$ cat config.mk
export PLATFORM = sky130hd
export DESIGN_NAME = adder_arbiter_flat
export DESIGN_NICKNAME = d
export VERILOG_FILES = /design/src/rtl/adder_arbiter_pkg.sv /design/src/rtl/adder_arbiter_if.sv /design/src/rtl/adder_arbiter_adder.sv /design/src/rtl/adder_arbiter.sv /design/src/flat_wrapper.sv
export SDC_FILE = /design/constraint.sdc
export NUM_CORES = 1
export LEC_CHECK = 0
export CORE_MARGIN = 2
export CORE_UTILIZATION = 39
export DETAILED_ROUTE_END_ITERATION = 16
export PLACE_DENSITY = 0.77
export REMOVE_ABC_BUFFERS = 1
export SYNTH_ARGS = -nofsm -noshare
export SYNTH_HDL_FRONTEND = slang
export SYNTH_SLANG_ARGS = --single-unit
$ cat constraint.sdc
create_clock -name clk -period 2.5 [get_ports clk]
set_input_delay 0.75 -clock clk [delete_from_list [all_inputs] [get_ports clk]]
set_output_delay 0.75 -clock clk [all_outputs]
set_load 0.1 [all_outputs]
$ cat src/rtl/adder_arbiter_pkg.sv
// Shared definitions for the adder arbiter: FSM state encoding, default
// sizing constants and a helper for sizing requester index fields.
// Optional feature macro: ADDER_ARBITER_OVF_EN (adds the rsp_ovf flag).
package adder_arbiter_pkg;

    typedef enum logic [1:0] {
        IDLE = 2'd0,
        ADD  = 2'd1,
        DONE = 2'd2
    } state_t;

    localparam int DEFAULT_NREQ       = 4;
    localparam int DEFAULT_DATA_WIDTH = 32;

    // Width of a requester index; a single requester still needs one bit.
    function automatic int idWidth(input int n);
        return (n > 1) ? $clog2(n) : 1;
    endfunction

endpackage

$ cat src/rtl/adder_arbiter_if.sv
// Request/response bundle between the requesters and the adder arbiter.
// The master side issues requests and operands; the slave side (the
// arbiter) returns grants and results.
// Optional feature macro: ADDER_ARBITER_OVF_EN (adds rsp_ovf).
interface adder_arbiter_if
    import adder_arbiter_pkg::*;
#(
    parameter int NREQ       = DEFAULT_NREQ,
    parameter int DATA_WIDTH = DEFAULT_DATA_WIDTH
) ();

    localparam int IDW = idWidth(NREQ);

    logic [NREQ-1:0]                 req;
    logic [NREQ-1:0][DATA_WIDTH-1:0] op_a;
    logic [NREQ-1:0][DATA_WIDTH-1:0] op_b;
    logic [NREQ-1:0]                 gnt;
    logic                            rsp_valid;
    logic [IDW-1:0]                  rsp_id;
    logic [DATA_WIDTH-1:0]           rsp_data;
    logic                            busy;
`ifdef ADDER_ARBITER_OVF_EN
    logic                            rsp_ovf;
`endif

    modport master (
        output req, op_a, op_b,
`ifdef ADDER_ARBITER_OVF_EN
        input  rsp_ovf,
`endif
        input  gnt, rsp_valid, rsp_id, rsp_data, busy
    );

    modport slave (
        input  req, op_a, op_b,
`ifdef ADDER_ARBITER_OVF_EN
        output rsp_ovf,
`endif
        output gnt, rsp_valid, rsp_id, rsp_data, busy
    );

endinterface

$ cat src/rtl/adder_arbiter_adder.sv
// The shared unsigned adder. With CARRY set, the sum is one bit wider so
// the carry-out is visible; otherwise it wraps at WIDTH bits.
module adder_arbiter_adder #(
    parameter int WIDTH = 32,
    parameter bit CARRY = 1'b0,
    localparam int OW   = WIDTH + (CARRY ? 1 : 0)
) (
    input  logic [WIDTH-1:0] inputA,
    input  logic [WIDTH-1:0] inputB,
    output logic [OW-1:0]    outputSum
);

    assign outputSum = OW'(inputA) + OW'(inputB);

endmodule

$ cat src/rtl/adder_arbiter.sv
// Round-robin arbiter sharing a single adder among NREQ requesters.
// A request sampled in IDLE is granted for one ADD cycle while its operands
// feed the adder; the registered sum is presented for one DONE cycle.
// Optional feature macro: ADDER_ARBITER_OVF_EN (carry-out flag rsp_ovf).
module adder_arbiter
    import adder_arbiter_pkg::*;
#(
    parameter int NREQ       = DEFAULT_NREQ,
    parameter int DATA_WIDTH = DEFAULT_DATA_WIDTH
) (
    input  logic           clk,
    input  logic           reset,
    adder_arbiter_if.slave bus
);

    localparam int IDW = idWidth(NREQ);
`ifdef ADDER_ARBITER_OVF_EN
    localparam int SUMW = DATA_WIDTH + 1;
`else
    localparam int SUMW = DATA_WIDTH;
`endif

    state_t                r_state;
    state_t                w_nextState;
    logic                  w_capture;
    logic                  w_finish;
    logic                  w_retire;

    logic [IDW-1:0]        r_rrPtr;
    logic [IDW-1:0]        r_owner;
    logic [IDW-1:0]        w_winner;
    logic [IDW-1:0]        w_cand;
    logic                  w_anyReq;
    int                    w_sumIdx;

    logic [DATA_WIDTH-1:0] r_opA;
    logic [DATA_WIDTH-1:0] r_opB;
    logic [SUMW-1:0]       w_sum;

    logic [NREQ-1:0]       r_gnt;
    logic                  r_rspValid;
    logic [IDW-1:0]        r_rspId;
    logic [DATA_WIDTH-1:0] r_rspData;
`ifdef ADDER_ARBITER_OVF_EN
    logic                  r_rspOvf;
`endif

    // Round-robin pick: scan from r_rrPtr upward with wrap, first active request wins.
    always_comb begin
        w_anyReq = 1'b0;
        w_winner = '0;
        w_sumIdx = 0;
        w_cand   = '0;
        for (int i = 0; i < NREQ; i++) begin
            w_sumIdx = int'(r_rrPtr) + i;
            if (w_sumIdx >= NREQ) begin
                w_sumIdx = w_sumIdx - NREQ;
            end
            w_cand = IDW'(w_sumIdx);
            if (!w_anyReq && bus.req[w_cand]) begin
                w_anyReq = 1'b1;
                w_winner = w_cand;
            end
        end
    end

    // Next-state logic plus the one-cycle strobes marking each transition.
    always_comb begin
        w_nextState = r_state;
        w_capture   = 1'b0;
        w_finish    = 1'b0;
        w_retire    = 1'b0;
        case (r_state)
            IDLE: begin
                if (w_anyReq) begin
                    w_nextState = ADD;
                    w_capture   = 1'b1;
                end
            end
            ADD: begin
                w_nextState = DONE;
                w_finish    = 1'b1;
            end
            DONE: begin
                w_nextState = IDLE;
                w_retire    = 1'b1;
            end
            default: begin
                w_nextState = IDLE;
            end
        endcase
    end

    // State register; reset wins over any pending transition and aborts a transaction.
    always_ff @(posedge clk) begin
        if (!reset) begin
            r_state <= IDLE;
        end else begin
            r_state <= w_nextState;
        end
    end

    // Operand capture, grant/result pulses, held result fields and pointer advance.
    always_ff @(posedge clk) begin
        if (!reset) begin
            r_opA      <= '0;
            r_opB      <= '0;
            r_owner    <= '0;
            r_rrPtr    <= '0;
            r_gnt      <= '0;
            r_rspValid <= 1'b0;
            r_rspId    <= '0;
            r_rspData  <= '0;
`ifdef ADDER_ARBITER_OVF_EN
            r_rspOvf   <= 1'b0;
`endif
        end else begin
            r_gnt      <= '0;
            r_rspValid <= 1'b0;
            if (w_capture) begin
                r_opA   <= bus.op_a[w_winner];
                r_opB   <= bus.op_b[w_winner];
                r_owner <= w_winner;
                r_gnt   <= NREQ'(1) << w_winner;
            end
            if (w_finish) begin
                r_rspData  <= w_sum[DATA_WIDTH-1:0];
                r_rspId    <= r_owner;
                r_rspValid <= 1'b1;
`ifdef ADDER_ARBITER_OVF_EN
                r_rspOvf   <= w_sum[DATA_WIDTH];
`endif
            end
            if (w_retire) begin
                r_rrPtr <= (r_owner == IDW'(NREQ - 1)) ? '0 : r_owner + IDW'(1);
            end
        end
    end

`ifdef ADDER_ARBITER_OVF_EN
    adder_arbiter_adder #(.WIDTH(DATA_WIDTH), .CARRY(1'b1)) u_adder (
`else
    adder_arbiter_adder #(.WIDTH(DATA_WIDTH), .CARRY(1'b0)) u_adder (
`endif
        .inputA    (r_opA),
        .inputB    (r_opB),
        .outputSum (w_sum)
    );

    assign bus.gnt       = r_gnt;
    assign bus.rsp_valid = r_rspValid;
    assign bus.rsp_id    = r_rspId;
    assign bus.rsp_data  = r_rspData;
    assign bus.busy      = (r_state != IDLE);
`ifdef ADDER_ARBITER_OVF_EN
    assign bus.rsp_ovf   = r_rspOvf;
`endif

endmodule

$ cat src/flat_wrapper.sv
// flat-port wrapper written by rule: the top's interface ports become plain ports
module adder_arbiter_flat import adder_arbiter_pkg::*;
#(
    parameter int NREQ       = DEFAULT_NREQ,
    parameter int DATA_WIDTH = DEFAULT_DATA_WIDTH
)
  (clk, reset, bus_req, bus_op_a, bus_op_b, bus_gnt, bus_rsp_valid, bus_rsp_id, bus_rsp_data, bus_busy);
  adder_arbiter_if #(.NREQ(NREQ), .DATA_WIDTH(DATA_WIDTH)) bus_i ();
  input  logic clk;
  input  logic reset;
  input wire logic [$bits(bus_i.req)-1:0] bus_req;
  input wire logic [$bits(bus_i.op_a)-1:0] bus_op_a;
  input wire logic [$bits(bus_i.op_b)-1:0] bus_op_b;
  output wire logic [$bits(bus_i.gnt)-1:0] bus_gnt;
  output wire logic [$bits(bus_i.rsp_valid)-1:0] bus_rsp_valid;
  output wire logic [$bits(bus_i.rsp_id)-1:0] bus_rsp_id;
  output wire logic [$bits(bus_i.rsp_data)-1:0] bus_rsp_data;
  output wire logic [$bits(bus_i.busy)-1:0] bus_busy;
  assign bus_i.req = bus_req;
  assign bus_i.op_a = bus_op_a;
  assign bus_i.op_b = bus_op_b;
  assign bus_gnt = bus_i.gnt;
  assign bus_rsp_valid = bus_i.rsp_valid;
  assign bus_rsp_id = bus_i.rsp_id;
  assign bus_rsp_data = bus_i.rsp_data;
  assign bus_busy = bus_i.busy;
  adder_arbiter #(.NREQ(NREQ), .DATA_WIDTH(DATA_WIDTH)) u_core (.clk(clk), .reset(reset), .bus(bus_i));
endmodule
==> flow_metrics.py, run 1 <==
metrics = {
    "placed_design": {
        "io_buffers": 301,
        "placed_cells": 1364,
        "place_hpwl_um": 17930,
        "globalplace.congestion": 0.8924,
        "place_area_sq_mm": 0.01067,
    },
    "worst_hold_path": {
        "min_path_cells": 2,
        "hp-class": "flop to flop",
        "min_from": "u_core.r_opB[19]",
        "worstHoldEndpoint": "u_core.r_opB[19]",
    },
    "timing": {
        "period_needed_ns": 2.608,
        "hold_viol": 0,
        "setup-violations-final": 3,
        "fin_crit_sh_pct": 104.3,
        "whs_ns": 0.4615,
        "tightest_slew_ns": 0.7188,
        "fin_skew_ns": 0.005660,
        "max_slew_margin_pct": 51.86,
        "fin_ws_ns": -0.1084,
        "maxSlewViolCount": 0,
        "rsz0062_at_grt": "yes",
        "clock.fmax_ghz": 0.3834,
    },
    "global_route": {
        "grt_pass1_wl_um": 38360,
        "grt_max_degree": 39,
        "grt_pass1_vias": 7691,
        "grt.total_usage_pct": 24.46,
        "grt_antenna_before_repair": 0,
        "grt-ovfl-total": 0,
    },
    "clocking": {
        "clk_latency_ns": 0.35,
        "hold_buffers": 0,
        "cts-htree-levels": 3,
        "cts.sinks": 109,
        "clk_pin_slew_ns": 0.07,
        "cts-root-buf": "clkbuf_16",
        "clock_path_buffers": 2,
        "cts_buffers": 9,
        "cts_tree": "yes",
    },
    "finish": {
        "finalNonFillerCells": 1387,
        "postLayoutCellArea_sq_mm": 0.01136,
        "final_cell_mix": "256 x clkdlybuf4s50_1, 154 x nand2_1, 108 x buf_4",
        "syn_to_final_growth_pct": 59.93,
        "final_common_cell": "clkdlybuf4s50_1",
        "fin_util_pct": 63.47,
        "n_fill_cell": 1509,
        "diodes": 0,
        "drive_gt1_share_pct": 21.68,
        "nets": 1449,
    },
    "worst_setup_path": {
        "slowest_delay_ns": 0.34,
        "r2r_slack_ns": -0.11,
        "arrival_ns": 2.85,
        "reg2reg_depth": 10,
        "cp_num_buf_inv": 2,
        "crit_path_cell_trace": "ha_1, a211oi_2, o211ai_2, a221oi_2, buf_4, a2111oi_4, buf_4, a31oi_4, a2111oi_2, or3_1",
        "r2r-end": "u_core.bus.rsp_data[29]",
        "endpoint_kind": "flop",
        "r2r_start": "u_core.r_opB[1]",
        "cp_slowest_cell": "or3_1",
        "cpMostUsedCell": "buf_4",
        "start_kind": "flop",
        "critPathTopFamily": "compound AO/OA/AOI/OAI gates",
        "worstSetupPathType": "flop to flop",
        "cp_max_fo": 5,
        "required_ns": 2.74,
    },
    "power": {
        "p_leak_uw": 0.004574,
        "p_per_area_mw_per_mm2": 608.0,
        "clockPowerShare_pct": 24.2,
        "pwr-share-comb_pct": 45.3,
        "irDropWorstVdd_uv": 448.6,
        "p_int_uw": 4406,
        "pwr-share-seq_pct": 30.5,
        "switching_share_pct": 36.23,
        "p_sw_uw": 2503,
        "p_total_uw": 6909,
    },
    "synthesis": {
        "yosys.cell_types.count": 70,
        "synth_area_sq_mm": 0.007104,
        "yosysSeqAreaShare_pct": 30.72,
        "ys_ff_latch": 109,
        "avgSynthCellArea_sq_um": 8.685,
        "synth_flop_cell": "dfxtp_1",
        "synthCells": 818,
        "synth_edf_count": 0,
        "ys_warn_count": 0,
        "synthArstFlopShare_pct": 0,
    },
    "detailed_routing": {
        "drt-total-wl_um": 24500,
        "drtAntennaViolNets": 0,
        "drc": 0,
        "dr_total_vias": 7617,
        "drtIter0Drc": 470,
        "vias_per_cell": 5.492,
        "wire_per_inst_um": 17.66,
        "drtPass1Iterations": 5,
    },
    "floorplanning": {
        "floorplan.initialDensity_pct": 39.68,
        "die_w_um": 139.0,
        "die_y_um": 139.0,
        "die-area_sq_mm": 0.01931,
        "core_area_sq_mm": 0.01790,
        "top_level_ports": 302,
        "rows": 49,
    },
    "run": {
        "maxCapViolations": 0,
    },
    "status": {
        "run_status": "complete, but fails checks",
        "violations": "negative setup slack",
    },
}
==> worst min-delay path, delay by kind of cell (launching register included) <==
| family | cells | cell delay, ns |
|---|---|---|
| DFF | 1 | 0.31 |
| and+or+nand+nor | 2 | 0.11 |
==> kinds of logic (layout without fill, tap and decap cells) <==
group,Yosys count,after routing,synth area share (%)
buffers and inverters,65,404,4.509
muxes,68,68,15.50
adders and majority gates,33,33,5.918
xor gates and xnor gates,27,27,3.329
AOI/OAI and AO/OA,256,256,23.74
and+or+nand+nor,260,261,16.29
DFF,109,109,30.72
==> metrics by stage <==
stage | setup WS (ns) | setup TNS (ns)
finish | -0.1084 | -0.1895
floorplan | -1.605 | -104.56
global placement | -0.6617 | -35.19
CTS | -0.03198 | -0.07628
global route | -0.1612 | -0.3993
detailed placement | -0.7804 | -38.30
==> area by class of cell <==
class	instances	area [sq um]	share of cell area [%]
multi-input combinational	645	4833	42.54
clock buffer	11	252.7	2.224
clock inverter	4	95.09	0.8369
sequential	109	2187	19.25
inverter	8	30.03	0.2643
timing repair buffer	381	3677	32.36
tap	229	286.5	2.522
==> cells in the mapped netlist, types with 8 or more instances <==
| master | instances | share of area (%) |
|---|---|---|
| and2_1 | 13 | 1.1 |
| o21ai_0 | 82 | 5.8 |
| a21oi_1 | 42 | 3.0 |
| mux2_2 | 24 | 3.8 |
| a221oi_1 | 35 | 4.3 |
| nand2_1 | 154 | 8.1 |
| clkbuf_1 | 35 | 1.8 |
| buf_6 | 8 | 1.3 |
| ha_1 | 32 | 5.6 |
| o21ai_1 | 29 | 2.0 |
| dfxtp_1 | 109 | 31 |
| nor2_1 | 18 | 0.95 |
| mux4_2 | 30 | 9.5 |
| xor2_1 | 13 | 1.6 |
| mux2_1 | 12 | 1.9 |
| nor2b_1 | 8 | 0.70 |
| xnor2_1 | 14 | 1.7 |
| nand3_1 | 38 | 2.7 |
==> repair_timing <==
item | in CTS | in global routing
setup endpoints to repair | 70 | 52
cloned | 3 | 1
buffers inserted | 4 | 0
resized for setup | 31 | 29
pin swaps | 13 | 17
==> sequential cells by signal (all words and copies together) (netlist names) <==
name,count
u_core.r_owner,2
u_core.r_state,2
u_core.bus.rsp_valid,1
u_core.r_opA,32
u_core.bus.gnt,4
u_core.bus.rsp_id,2
u_core.bus.rsp_data,32
u_core.r_opB,32
u_core.r_rrPtr,2
==> how the worst max path moves through the flow <==
| stage | to | start | depth (start not counted) |
|---|---|---|---|
| CTS | u_core.bus.rsp_data[29] | u_core.r_opB[1] | 10 |
| global placement | u_core.r_opB[11] | bus_req[2] | 8 |
| floorplan | u_core.r_opB[11] | bus_req[3] | 5 |
| detailed placement | u_core.r_opB[7] | bus_req[2] | 8 |
| finish | u_core.bus.rsp_data[29] | u_core.r_opB[1] | 10 |
| global route | u_core.bus.rsp_data[29] | u_core.r_opB[1] | 10 |
==> power groups by stage <==
stage / registers, uW / clock network [uW] / logic, uW
after CTS: 2100 / 1710 / 3070
after global placement: 2120 / 0 / 2910
final: 2110 / 1680 / 3130
after detailed placement: 2130 / 0 / 2940
after floorplan: 2600 / 0 / 1290
after global routing: 2130 / 1780 / 3360
==> routing by layer <==
layer	track usage, %	share of wire, %	vias to the layer above	routed length (um)
met3	5.180	6.6	24	1629
met4	6.326	1.8	0	439
met5	0	0	-	0
met1	29.76	42	3609	10230
li1	-	-	3704	-
met2	43.95	50	280	12200
(Power assumes the default switching activity.)
==> run 2, diff against run 1 <==
--- a/config.mk
+++ b/config.mk
@@ -6,9 +6,9 @@
 export NUM_CORES = 1
 export LEC_CHECK = 0
 export CORE_MARGIN = 2
-export CORE_UTILIZATION = 39
+export CORE_UTILIZATION = 25
+export CTS_BUF_LIST = sky130_fd_sc_hd__clkbuf_4 sky130_fd_sc_hd__clkbuf_8 sky130_fd_sc_hd__clkbuf_16
 export DETAILED_ROUTE_END_ITERATION = 16
-export PLACE_DENSITY = 0.77
 export REMOVE_ABC_BUFFERS = 1
 export SYNTH_ARGS = -nofsm -noshare
 export SYNTH_HDL_FRONTEND = slang
==> run 2 against run 1 <==
Compared with the run above: the flow now finishes without violations; first-iteration DRC count fell by 36%; worst hold slack worse by 0.0061 ns; non-clock buffer count increased by 12; flip-flop and latch count unchanged; sequential power is essentially flat; final area up 3.5%; critical path depth down 1; die area is 54% higher; total power fell by 0.95%; largest power group unchanged.
==> flow_metrics.py, run 2 (synthesized netlist as in run 1, its figures left out) <==
metrics = {
    "clocking": {
        "cts_buffers": 9,
        "cts_tree": "yes",
        "cts-root-buf": "clkbuf_16",
        "hold_buffers": 0,
        "clock_path_buffers": 2,
        "cts.sinks": 109,
        "clk_latency_ns": 0.36,
        "clk_pin_slew_ns": 0.08,
        "cts-htree-levels": 3,
    },
    "power": {
        "clockPowerShare_pct": 21.0,
        "p_leak_uw": 0.004623,
        "irDropWorstVdd_uv": 333.4,
        "pwr-share-seq_pct": 31.0,
        "pwr-share-comb_pct": 48.0,
        "p_int_uw": 4186,
        "switching_share_pct": 38.84,
        "p_per_area_mw_per_mm2": 581.9,
        "p_sw_uw": 2658,
    },
    "worst_setup_path": {
        "cp_max_fo": 2,
        "r2r_start": "u_core.r_opB[7]",
        "r2r-end": "u_core.bus.rsp_data[30]",
        "required_ns": 2.75,
        "start_kind": "flop",
        "reg2reg_depth": 9,
        "worstSetupPathType": "flop to flop",
        "arrival_ns": 2.73,
        "r2r_slack_ns": 0.02,
        "endpoint_kind": "flop",
    },
    "timing": {
        "fin_crit_sh_pct": 99.25,
        "clock.fmax_ghz": 0.4030,
        "period_needed_ns": 2.481,
        "hold_viol": 0,
        "maxSlewViolCount": 0,
        "tightest_slew_ns": 0.6494,
        "fin_ws_ns": 0.01869,
        "rsz0062_at_grt": "yes",
        "fin_skew_ns": 0.008531,
        "max_slew_margin_pct": 56.71,
        "setup-violations-final": 0,
    },
    "detailed_routing": {
        "drtPass1Iterations": 4,
        "drtAntennaViolNets": 0,
        "wire_per_inst_um": 17.31,
        "drc": 0,
        "dr_total_vias": 7571,
        "drtIter0Drc": 300,
        "drt-total-wl_um": 26800,
        "vias_per_cell": 4.891,
    },
    "global_route": {
        "grt_max_degree": 45,
        "grt_pass1_wl_um": 41480,
        "grt.total_usage_pct": 17.34,
        "grt_antenna_before_repair": 0,
        "grt-ovfl-total": 0,
        "grt_pass1_vias": 7734,
    },
    "finish": {
        "postLayoutCellArea_sq_mm": 0.01176,
        "final_cell_mix": "256 x clkdlybuf4s50_1, 153 x nand2_1, 116 x buf_4",
        "register_area_sq_mm": 0.002197,
        "drive_gt1_share_pct": 23.93,
        "final_common_cell": "clkdlybuf4s50_1",
        "multi_input_area_sq_mm": 0.004937,
        "n_fill_cell": 2765,
        "diodes": 0,
        "syn_to_final_growth_pct": 65.53,
        "nets": 1460,
    },
    "run": {
        "maxCapViolations": 0,
    },
    "floorplanning": {
        "top_level_ports": 302,
        "die-area_sq_mm": 0.02978,
        "core_area_sq_mm": 0.02786,
        "die_w_um": 172.6,
        "rows": 61,
        "floorplan.initialDensity_pct": 25.50,
        "die_y_um": 172.6,
    },
    "worst_hold_path": {
        "hp-class": "flop to flop",
        "min_path_cells": 2,
        "worstHoldEndpoint": "u_core.bus.rsp_data[20]",
        "min_from": "u_core.bus.rsp_data[20]",
    },
    "placed_design": {
        "place_hpwl_um": 19810,
        "place_area_sq_mm": 0.01098,
        "io_buffers": 301,
        "globalplace.congestion": 0.8625,
        "dp_slack_ns": -0.6088,
    },
    "status": {
        "run_status": "complete, no violations",
    },
}
run 2: through the flow:
stage          power (uW)  utilization, %  hold slack [ns]  cells  setup TNS [ns]
6_report             6843           42.21           0.4553   1548               0
5_1_grt              7256           42.21           0.4758   1548         -0.2799
4_1_cts              6824           41.49           0.4633   1546       -0.006802
3_5_place_dp         5172           39.41           0.4452   1520          -33.26
3_3_place_gp         5149           39.41           0.4383   1520          -30.35
2_1_floorplan        3891               -           0.4377    761         -104.56
run 2: worst max path at each step:
| stage | endpoint | startpoint |
|---|---|---|
| 5_1_grt | u_core.bus.rsp_data[29] | u_core.r_opA[7] |
| 2_1_floorplan | u_core.r_opB[11] | bus_req[3] |
| 3_5_place_dp | u_core.r_opA[14] | bus_req[3] |
| 6_report | u_core.bus.rsp_data[30] | u_core.r_opB[7] |
| 3_3_place_gp | u_core.r_opA[15] | bus_req[3] |
| 4_1_cts | u_core.bus.rsp_data[30] | u_core.r_opB[7] |
run 2: final cells by class:
type,count,area share [%]
Multi-Input combinational cell,644,41.98
Inverter,8,0.2553
Clock buffer,9,1.915
Clock inverter,7,0.5426
Sequential cell,109,18.68
Tap cell,378,4.022
Timing Repair Buffer,393,32.60
run 2: critical path, cell delays in order (launching register included):
cell and delay (ns):
dfxtp_2 0.34, ha_4 0.25, a2111oi_4 0.29, buf_4 0.17, a211oi_2 0.04, or4_4 0.54
nor2_4 0.12, o31ai_2 0.11, a21oi_2 0.19, mux2_1 0.33
run 2: routing by layer:
layer / vias up / track usage [%] / share of wire (%)
li1: 3735 / - / -
met2: 229 / 29.18 / 47
met5: - / 0 / 0
met3: 25 / 4.244 / 6.0
met4: 0 / 4.380 / 1.9
met1: 3582 / 22.22 / 45
run 2: power by group through the flow:
stage | Clock (uW) | Sequential (uW) | Combinational (uW)
detailed placement | 0 | 2140 | 3030
CTS | 1510 | 2110 | 3210
floorplan | 0 | 2600 | 1290
global placement | 0 | 2140 | 3010
global route | 1560 | 2150 | 3540
finish | 1440 | 2120 | 3280
run 2: repair_timing:
action / in CTS / in global routing
resized for setup: 38 / 48
hold endpoints to repair: 0 / 0
endpoints found under the setup margin: 74 / 24
setup buffers: 7 / 1
pin swaps: 14 / 13
gates cloned: 3 / 2
==> run 3, diff against run 2 <==
--- a/config.mk
+++ b/config.mk
@@ -6,9 +6,10 @@
 export NUM_CORES = 1
 export LEC_CHECK = 0
 export CORE_MARGIN = 2
-export CORE_UTILIZATION = 25
+export CORE_UTILIZATION = 30
 export CTS_BUF_LIST = sky130_fd_sc_hd__clkbuf_4 sky130_fd_sc_hd__clkbuf_8 sky130_fd_sc_hd__clkbuf_16
 export DETAILED_ROUTE_END_ITERATION = 16
+export PLACE_DENSITY = 0.65
 export REMOVE_ABC_BUFFERS = 1
 export SYNTH_ARGS = -nofsm -noshare
 export SYNTH_HDL_FRONTEND = slang
==> run 3 against run 2 <==
Compared with the run above: the run now ends with negative setup slack left; total power rose by 1.2%; via count down 0.83%; die area is 16% lower; critical path depth stayed put; final area rose by 0.48%; maximum frequency fell by 1.9%; routed wire length fell by 1.1%; count of clock-buffer cells in the layout did not move; combinational power increased by 2%; largest cell class unchanged; largest power group unchanged.
==> flow_metrics.py, run 3 (synthesized netlist as in run 1, its figures left out) <==
metrics = {
    "status": {
        "run_status": "complete, but fails checks",
        "violations": "negative setup slack",
    },
    "run": {
        "maxCapViolations": 0,
    },
    "detailed_routing": {
        "vias_per_cell": 5.052,
        "drtAntennaViolNets": 0,
        "wire_per_inst_um": 17.83,
        "wl_met2_um": 12770,
        "wl_met3_um": 1849,
        "drtIter0Drc": 314,
        "drc": 0,
        "drtPass1Iterations": 5,
        "dr_total_vias": 7508,
        "drt-total-wl_um": 26500,
        "top_layer": "met4",
        "wl_met1_um": 11520,
    },
    "floorplanning": {
        "floorplan.initialDensity_pct": 30.45,
        "core_area_sq_mm": 0.02333,
        "die_w_um": 157.9,
        "die_y_um": 157.9,
        "rows": 56,
        "top_level_ports": 302,
        "die-area_sq_mm": 0.02493,
    },
    "worst_setup_path": {
        "arrival_ns": 2.76,
        "reg2reg_depth": 9,
        "setup.worst_path.start": "u_core.r_opB[1]",
        "start_kind": "flop",
        "required_ns": 2.74,
        "cp_slowest_cell": "a221oi_4",
        "crit_path_end": "u_core.bus.rsp_data[29]",
        "r2r_start": "u_core.r_opB[1]",
        "cp_max_fo": 3,
        "slowest_delay_ns": 0.37,
        "worstSetupPathType": "flop to flop",
        "endpoint_kind": "flop",
        "r2r_slack_ns": -0.03,
        "crit_path_cell_trace": "ha_4, a211oi_4, o211ai_2, a221oi_4, a2111oi_4, buf_4, a31oi_4, a2111oi_1, or3_1",
        "r2r-end": "u_core.bus.rsp_data[29]",
    },
    "worst_hold_path": {
        "hp-class": "flop to flop",
        "min_from": "u_core.bus.rsp_data[28]",
    },
    "clocking": {
        "clk_latency_ns": 0.36,
        "cts_tree": "yes",
        "cts_buffers": 9,
        "hold_buffers": 0,
        "clk_pin_slew_ns": 0.08,
        "cts.sinks": 109,
        "cts-root-buf": "clkbuf_16",
        "clock_path_buffers": 2,
        "cts-htree-levels": 3,
    },
    "finish": {
        "diodes": 0,
        "final_common_cell": "clkdlybuf4s50_1",
        "syn_to_final_growth_pct": 66.33,
        "multi_input_area_sq_mm": 0.005050,
        "n_fill_cell": 2207,
        "nets": 1457,
        "register_area_sq_mm": 0.002197,
        "final_cell_mix": "256 x clkdlybuf4s50_1, 153 x nand2_1, 107 x buf_4",
        "fin_util_pct": 50.64,
        "drive_gt1_share_pct": 25.02,
    },
    "placed_design": {
        "place_hpwl_um": 18210,
        "io_buffers": 301,
        "globalplace.congestion": 0.8645,
    },
    "power": {
        "p_per_area_mw_per_mm2": 586.0,
        "switching_share_pct": 38.28,
        "p_int_uw": 4274,
        "pwr-share-seq_pct": 30.6,
        "p_leak_uw": 0.004658,
        "pwr-share-comb_pct": 48.1,
        "clockPowerShare_pct": 21.3,
        "irDropWorstVdd_uv": 350.6,
        "p_sw_uw": 2651,
    },
    "timing": {
        "max_slew_margin_pct": 64.00,
        "hold_viol": 0,
        "fin_crit_sh_pct": 101.1,
        "period_needed_ns": 2.528,
        "tightest_slew_ns": 0.5399,
        "setup-violations-final": 3,
        "clock.fmax_ghz": 0.3955,
        "fin_ws_ns": -0.02815,
        "tns_ns": -0.05751,
        "rsz0062_at_grt": "yes",
        "fin_skew_ns": 0.007743,
        "maxSlewViolCount": 0,
    },
    "global_route": {
        "grt_pass1_wl_um": 39160,
        "grt_antenna_before_repair": 0,
        "grt_max_degree": 67,
        "grt_pass1_vias": 7513,
        "grt-ovfl-total": 0,
        "grt.total_usage_pct": 20.31,
    },
}
==> run 3: cell types whose count changed in the layout (fill, tap and decap cells not counted), sizes merged <==
| cell | delta |
|---|---|
| inv | -4 |
| dlygate4sd2 | +1 |
| clkdlybuf4s15 | +1 |
| clkinvlp | +3 |
| bufinv | +1 |
| buf | -7 |
| clkbuf | +1 |
| nor2 | +1 |
==> run 3: per-layer routing <==
layer	vias up	track usage, %
met5	-	0
met2	241	35.73
met4	0	4.502
met3	24	4.873
li1	3719	-
met1	3524	25.06
==> run 3: area by class of cell <==
cell class | instances | area share, %
well taps | 319 | 3.378
inverters | 8 | 0.2541
clock inverters | 7 | 0.6353
flip-flops and latches | 109 | 18.59
repair buffers | 389 | 32.50
clock buffers | 9 | 1.906
multi-input cells | 645 | 42.74
==> run 3: per-stage QoR <==
| stage | instances | hold slack [ns] | instance area (sq um) | setup WS, ns | total power, uW |
|---|---|---|---|---|---|
| floorplan | 761 | 0.4377 | 6814 | -1.605 | 3891 |
| global placement | 1456 | 0.4363 | 10800 | -0.7080 | 5067 |
| detailed placement | 1456 | 0.4473 | 10800 | -0.8097 | 5101 |
| CTS | 1479 | 0.4633 | 11440 | -0.03732 | 6801 |
| global route | 1486 | 0.4865 | 11820 | -0.1096 | 7313 |
| finish | 1486 | 0.4574 | 11820 | -0.02815 | 6925 |
==> run 3: timing repair <==
item | in CTS | in global routing
endpoints found under the hold margin | 0 | 0
pin swaps | 18 | 31
gates resized for setup | 53 | 55
endpoints found under the setup margin | 76 | 72
gates cloned | 4 | 3
setup buffers | 3 | 8
==> run 3: worst min path at each step <==
stage,cells past startpoint,slack (ns),endpoint
after floorplan,2,0.44,u_core.r_opA[0]
after global placement,2,0.44,u_core.bus.rsp_data[11]
after detailed placement,2,0.45,u_core.bus.rsp_data[28]
after CTS,2,0.46,u_core.r_opA[10]
after global routing,2,0.49,u_core.r_opA[11]
final,2,0.46,u_core.bus.rsp_data[28]
==> run 3: worst max-delay path: cells and delay by family, from the launching register on <==
kind	cells	cell delay [ns]
simple gates	1	0.35
flops	1	0.35
fa+ha+maj	1	0.25
buf+inv	1	0.18
compound gates	6	1.26
==> run 3: power groups by stage <==
| stage | Clock (uW) | Sequential (uW) | Combinational (uW) |
|---|---|---|---|
| 6_report | 1480 | 2120 | 3330 |
| 5_1_grt | 1580 | 2140 | 3590 |
| 4_1_cts | 1530 | 2110 | 3160 |
| 3_5_place_dp | 0 | 2130 | 2970 |
| 3_3_place_gp | 0 | 2130 | 2940 |
| 2_1_floorplan | 0 | 2600 | 1290 |
